[src/rtl/hazard_control_unit.sv]
// Hazard control unit for a 5-stage in-order pipeline.
// Detects load-use hazards in decode and taken branches in execute, and freezes the
// whole pipeline while data memory is busy. Pipeline control outputs are combinational
// in the current state and inputs; state and the stall counter are registered.
//
// Ports:
//   clk_i, reset_i            clock, synchronous active-high reset
//   decode_valid_i            IF/ID holds a real instruction
//   reg_{1,2}_source_addr_i   decode-stage source registers
//   reg_{1,2}_used_i          decode instruction reads that source
//   ex_mem_read_en_i          execute-stage load type (NO_MEM_READ when not a load)
//   ex_reg_dest_addr_i        execute-stage destination register
//   branch_taken_i            execute stage resolved a taken branch
//   mem_busy_i                data memory not ready, freeze everything
//   count_clear_i             clear the stall counter
//   pc_write_en_o, fd_write_en_o, fd_flush_o, de_hold_o, de_flush_o   pipeline controls
//   hazard_state_o            current FSM state
//   stall_count_o             saturating count of lost cycles
module hazard_control_unit #(
  parameter int unsigned COUNT_WIDTH    = 16,
  parameter int unsigned ADDR_WIDTH     = 5,
  parameter int unsigned MEM_READ_WIDTH = 3,
  parameter logic [MEM_READ_WIDTH-1:0] NO_MEM_READ = '0
) (
  input  logic                      clk_i,
  input  logic                      reset_i,
  input  logic                      decode_valid_i,
  input  logic [ADDR_WIDTH-1:0]     reg_1_source_addr_i,
  input  logic [ADDR_WIDTH-1:0]     reg_2_source_addr_i,
  input  logic                      reg_1_used_i,
  input  logic                      reg_2_used_i,
  input  logic [MEM_READ_WIDTH-1:0] ex_mem_read_en_i,
  input  logic [ADDR_WIDTH-1:0]     ex_reg_dest_addr_i,
  input  logic                      branch_taken_i,
  input  logic                      mem_busy_i,
  input  logic                      count_clear_i,
  output logic                      pc_write_en_o,
  output logic                      fd_write_en_o,
  output logic                      fd_flush_o,
  output logic                      de_hold_o,
  output logic                      de_flush_o,
  output logic [1:0]                hazard_state_o,
  output logic [COUNT_WIDTH-1:0]    stall_count_o
);

  typedef enum logic [1:0] {
    StRun         = 2'd0,
    StLoadStall   = 2'd1,
    StBranchFlush = 2'd2
  } state_e;

  state_e                 state_q, state_d, state_eff;
  logic [COUNT_WIDTH-1:0] count_q;
  logic                   load_use;
  logic                   count_inc;

  assign load_use = decode_valid_i && (ex_mem_read_en_i != NO_MEM_READ) &&
                    ((reg_1_used_i && (reg_1_source_addr_i == ex_reg_dest_addr_i)) ||
                     (reg_2_used_i && (reg_2_source_addr_i == ex_reg_dest_addr_i)));

  // Outputs follow RUN while reset is asserted, regardless of the stored state.
  assign state_eff = reset_i ? StRun : state_q;

  always_comb begin
    pc_write_en_o = 1'b1;
    fd_write_en_o = 1'b1;
    fd_flush_o    = 1'b0;
    de_hold_o     = 1'b0;
    de_flush_o    = 1'b0;
    state_d       = state_eff;
    count_inc     = 1'b0;

    if (mem_busy_i) begin
      pc_write_en_o = 1'b0;
      fd_write_en_o = 1'b0;
      de_hold_o     = 1'b1;
      count_inc     = 1'b1;
      // Legal states hold; the illegal encoding still recovers to RUN.
      if (state_eff != StRun && state_eff != StLoadStall && state_eff != StBranchFlush) begin
        state_d = StRun;
      end
    end else begin
      case (state_eff)
        StLoadStall: begin
          // load_use is masked: the load has moved on to memory by now.
          state_d = StRun;
          if (branch_taken_i) begin
            fd_flush_o = 1'b1;
            de_flush_o = 1'b1;
            state_d    = StBranchFlush;
            count_inc  = 1'b1;
          end
        end
        StBranchFlush: begin
          // Discard the fetch that was already in flight in the synchronous imem.
          fd_flush_o = 1'b1;
          state_d    = StRun;
          count_inc  = 1'b1;
        end
        default: begin
          // StRun and the illegal encoding.
          state_d = StRun;
          if (branch_taken_i) begin
            fd_flush_o = 1'b1;
            de_flush_o = 1'b1;
            state_d    = StBranchFlush;
            count_inc  = 1'b1;
          end else if (load_use) begin
            pc_write_en_o = 1'b0;
            fd_write_en_o = 1'b0;
            de_flush_o    = 1'b1;
            state_d       = StLoadStall;
            count_inc     = 1'b1;
          end
        end
      endcase
    end
  end

  always_ff @(posedge clk_i) begin
    if (reset_i) begin
      state_q <= StRun;
      count_q <= '0;
    end else begin
      state_q <= state_d;
      if (count_clear_i) begin
        count_q <= '0;
      end else if (count_inc && !(&count_q)) begin
        count_q <= count_q + 1'b1;
      end
    end
  end

  assign hazard_state_o = state_q;
  assign stall_count_o  = count_q;

endmodule

[config.mk]
export PLATFORM = sky130hd
export DESIGN_NAME = hazard_control_unit
export DESIGN_NICKNAME = d
export VERILOG_FILES = /design/src/rtl/hazard_control_unit.sv
export SDC_FILE = /design/constraint.sdc
export NUM_CORES = 1
export LEC_CHECK = 0
export ABC_CLOCK_PERIOD_IN_PS = 3000
export BUFFER_PORTS_ARGS = -buffer_cell sky130_fd_sc_hd__buf_2
export CAP_MARGIN = 20
export CORE_MARGIN = 3
export CORE_UTILIZATION = 40
export CTS_BUF_LIST = sky130_fd_sc_hd__clkbuf_4 sky130_fd_sc_hd__clkbuf_8 sky130_fd_sc_hd__clkbuf_16
export CTS_CLUSTER_DIAMETER = 40
export DETAILED_ROUTE_END_ITERATION = 12
export PLACE_DENSITY = 0.75
export SYNTH_ARGS = -nofsm -noshare
export SYNTH_HDL_FRONTEND = slang
export SYNTH_SLANG_ARGS = --single-unit
[constraint.sdc]
create_clock -name clk_i -period 3 [get_ports clk_i]
set_clock_uncertainty 0.15 [all_clocks]
set_input_delay 0.6 -clock clk_i [delete_from_list [all_inputs] [get_ports clk_i]]
set_output_delay 0.6 -clock clk_i [all_outputs]
set_load 0.1 [all_outputs]
==> reports/results.ini <==
[detailed_routing]
viasPerCell = 5.658
detailroute.via_count = 1273
route.final.wire_length_um = 3035
initialDrtViolationCount = 46
route.detailed.wl_per_inst_um = 13.49
antenna_left = 0
drt_drc_violations_left = 0
drt_first_pass_iters = 4

[setup_path]
critical_path_maximum_fanout = 6
r2r.worst_path.cells = 9
worstSetupStartpointType = primary input
crit_arrival_ps = 2030
endpoint_of_the_worst_slack_reg_to_reg_timing_path = stall_count_o[3]
endpoint_kind = primary output
timing.rr.start = hazard_state_o[0]
worst_ep_required_time_ps = 2250
critical_path_class = in -> out
reg2reg_setup_slack_ps = 770

[cts]
htreeDepth = 1
cts.repair_timing.setup_buffer_count = 0
post_cts_resize_count = 0
ctsLongestPathBuffers = 2
cts_root_buf = sky130_fd_sc_hd__clkbuf_4
clock_sink_count = 18
cts_tree = yes
numCtsBuffers = 3
clock_insertion_delay_worst_skew_ps = 300
worst_setup_hold_path_clk_slew_ps = 100
cts_hold_buf = 0

[worst_hold_path]
hold_path_depth = 2
hp-class = in -> reg
hold_path.startpoint = reset_i
worst_hold_path.endpoint = hazard_state_o[0]

[sta]
worst_slack_ps = 215.5
finalMaxSlewViolations = 0
min_period_ps = 2784
setup_viol = 0
max-slew-margin-rel_pct = 67.64
hold_viol = 0
post-route-period-util_pct = 92.82
setup_repair_after_global_routing_missed_its_margin = false
max_slew.worst_pin.slew_ps = 484.4
max_clock_freq_ghz = 0.3591

[floorplanning]
fp-row-count = 19
io_pins = 49
die_w_um = 60.26
chipHeight_um = 60.26
floorplan.die_area_um2 = 3631
starting_utilization_of_the_core_area_pct = 42.33
design.core.area_um2 = 2781

[grt]
initial_antenna_violation_count = 0
first_global_vias = 1162
grt_remaining_overflow = 0
grt_pass1_wl_um = 5071
grt_max_degree = 28
gr-usage-all-layers_pct = 18.17

[placement]
port_buffers = 48
gp_congestion = 0.8257
hpwlAfterDp_um = 2422
pre_cts_slack_ps = 210.6

[cells_and_area]
layout.filler_cells = 282
regArea_um2 = 367.9
diode_insertion_count_for_antenna_repair = 0
finish.utilization_pct = 55.33
syn_to_final_growth_pct = 30.71
num-nets-final = 225
post_route_cells_drive_above_1_share_pct = 34.02
multi_input_area_um2 = 779.5

[flow_run]
cap_violations = 0

[pwr]
share_seq_of_total_power_pct = 48.0
leakagePower_nw = 0.6295
clockPowerShare_pct = 27.1
total_internal_power_w = 0.0003433
power_density_nw_per_um2 = 326.4
switching_share_pct = 31.67
net-switching-power_w = 0.0001591
comb_power_share_pct = 24.9
power.ir.vdd_worst_mv = 0.3087

[synth]
synthesized_cell_area_um2 = 1177
post_synth_num_cell_types = 41
synth_sequential_area_ratio_pct = 30.61
yosys_warnings = 0
postSynthAreaPerCell_um2 = 8.009
netlist_instances = 147
syn-num-nets = 177
ys_ff_latch = 18

[run_status]
status = complete, no violations

==> placed cells by master (no fill, tap or decap), types with 2 or more instances in the layout <==
master,instances
sky130_fd_sc_hd__a21oi_1,16
sky130_fd_sc_hd__and3_1,3
sky130_fd_sc_hd__buf_12,3
sky130_fd_sc_hd__buf_2,45
sky130_fd_sc_hd__buf_4,3
sky130_fd_sc_hd__clkbuf_4,4
sky130_fd_sc_hd__dfxtp_1,16
sky130_fd_sc_hd__dfxtp_4,2
sky130_fd_sc_hd__ha_1,4
sky130_fd_sc_hd__inv_1,4
sky130_fd_sc_hd__nand2_1,13
sky130_fd_sc_hd__nand3_1,7
sky130_fd_sc_hd__nand4_1,2
sky130_fd_sc_hd__nor2_1,8
sky130_fd_sc_hd__nor2_2,2
sky130_fd_sc_hd__o21ai_0,5
sky130_fd_sc_hd__o31ai_1,9
sky130_fd_sc_hd__or3_1,6
sky130_fd_sc_hd__or4_1,7
sky130_fd_sc_hd__xnor2_1,10
==> cell type report <==
cell class | count | area share (%)
Clock buffer | 4 | 1.951
Inverter | 4 | 0.9756
Multi-Input combinational cell | 117 | 50.65
Sequential cell | 18 | 23.90
Tap cell | 31 | 2.520
Timing Repair Buffer | 51 | 20.00
==> worst max-delay path by stage <==
stage                     cells after the start    start            end  slack, ps
after floorplan                               8  reset_i  pc_write_en_o        -40
after global placement                        9  reset_i  fd_write_en_o        270
after detailed placement                      9  reset_i  fd_write_en_o        210
after CTS                                     9  reset_i  fd_write_en_o        210
after global routing                          9  reset_i  fd_write_en_o         80
final                                         9  reset_i  fd_write_en_o        220
==> critical path: stages <==
cell and delay [ps]:
sky130_fd_sc_hd__buf_2 130, sky130_fd_sc_hd__nor2b_1 210, sky130_fd_sc_hd__ha_1 300, sky130_fd_sc_hd__o311ai_1 80
sky130_fd_sc_hd__inv_1 120, sky130_fd_sc_hd__nand2_1 150, sky130_fd_sc_hd__nor2_1 90, sky130_fd_sc_hd__nor2_4 170
sky130_fd_sc_hd__buf_12 190
==> metrics by stage <==
stage	area [µm²]	hold WS [ps]	std cells	setup TNS [ps]	total power, W
2_1_floorplan	1210	509.4	147	-36.00	0.0003324
3_3_place_gp	1509	332.4	221	0	0.0003680
3_5_place_dp	1509	350.1	221	0	0.0003721
4_1_cts	1539	346.2	225	0	0.0005081
5_1_grt	1539	358.2	225	0	0.0005283
6_report	1539	354.6	225	0	0.0005023
==> Yosys cell counts <==
cell                       count  area [µm²]
sky130_fd_sc_hd__ha_1          4       50.05
sky130_fd_sc_hd__o21ai_1       1       5.000
sky130_fd_sc_hd__inv_1         4       15.01
sky130_fd_sc_hd__nand2b_1      1       6.260
sky130_fd_sc_hd__nand4b_1      1       8.760
sky130_fd_sc_hd__and4_4        1       11.26
sky130_fd_sc_hd__nor2b_1       1       6.260
sky130_fd_sc_hd__a21oi_2       1       8.760
sky130_fd_sc_hd__clkbuf_1      3       11.26
sky130_fd_sc_hd__and4_1        1       8.760
sky130_fd_sc_hd__o41ai_1       1       8.760
sky130_fd_sc_hd__nor2_2        1       6.260
sky130_fd_sc_hd__a21o_1        1       7.510
sky130_fd_sc_hd__or4_1         7       52.55
sky130_fd_sc_hd__o211a_1       1       10.01
sky130_fd_sc_hd__buf_4         3       22.52
sky130_fd_sc_hd__or2_1         1       6.260
sky130_fd_sc_hd__o311ai_1      1       8.760
sky130_fd_sc_hd__or3_1         6       37.54
sky130_fd_sc_hd__buf_2         2       10.01
sky130_fd_sc_hd__or2_2         1       6.260
sky130_fd_sc_hd__and3_1        3       18.77
sky130_fd_sc_hd__a41oi_1       1       8.760
sky130_fd_sc_hd__o31ai_1       9       67.56
sky130_fd_sc_hd__xnor2_1      10       87.58
sky130_fd_sc_hd__a311oi_1      1       8.760
sky130_fd_sc_hd__nand4_1       2       12.51
sky130_fd_sc_hd__nand3_2       1       10.01
sky130_fd_sc_hd__nor2_1       10       37.54
sky130_fd_sc_hd__o21ai_0       5       25.02
sky130_fd_sc_hd__nand3_1       7       35.03
sky130_fd_sc_hd__dfxtp_1      18       360.4
sky130_fd_sc_hd__o311ai_0      1       8.760
sky130_fd_sc_hd__a41o_1        1       10.01
sky130_fd_sc_hd__a21oi_1      17       85.08
sky130_fd_sc_hd__nor3b_1       1       7.510
sky130_fd_sc_hd__or3b_1        1       8.760
sky130_fd_sc_hd__or4b_1        1       10.01
sky130_fd_sc_hd__o22ai_2       1       12.51
sky130_fd_sc_hd__nand2_1      13       48.80
sky130_fd_sc_hd__and2_1        1       6.260
==> state kept, by name (all words and copies together) (netlist names) <==
name	flops
hazard_state_o	2
stall_count_o	16
==> power groups by stage <==
| stage | clock, W | combinational, W | sequential, W |
|---|---|---|---|
| 6_report | 0.000136 | 0.000125 | 0.000241 |
| 3_5_place_dp | 0 | 0.000125 | 0.000247 |
| 3_3_place_gp | 0 | 0.000121 | 0.000247 |
| 4_1_cts | 0.000141 | 0.000125 | 0.000241 |
| 5_1_grt | 0.000153 | 0.000133 | 0.000242 |
| 2_1_floorplan | 0 | 0.0000718 | 0.000261 |
==> cells by family (layout without fill, tap and decap cells) <==
group / after synthesis / in the layout / synth area share, %
AND/OR/NAND/NOR: 61 / 61 / 29.33
AO/OA/AOI/OAI: 42 / 42 / 23.38
XOR/XNOR: 10 / 10 / 7.439
flip-flops: 18 / 18 / 30.61
buffers and inverters: 12 / 59 / 4.994
adder cells (fa/ha/maj): 4 / 4 / 4.251
==> layer usage <==
layer	GRT usage (%)	share of wire (%)	up-vias
met3	5.400	7.7	4
met5	0	0	-
met1	21.24	41	579
li1	-	-	645
met4	3.797	0.82	0
met2	32.41	50	45
(Power assumes the default switching activity.)
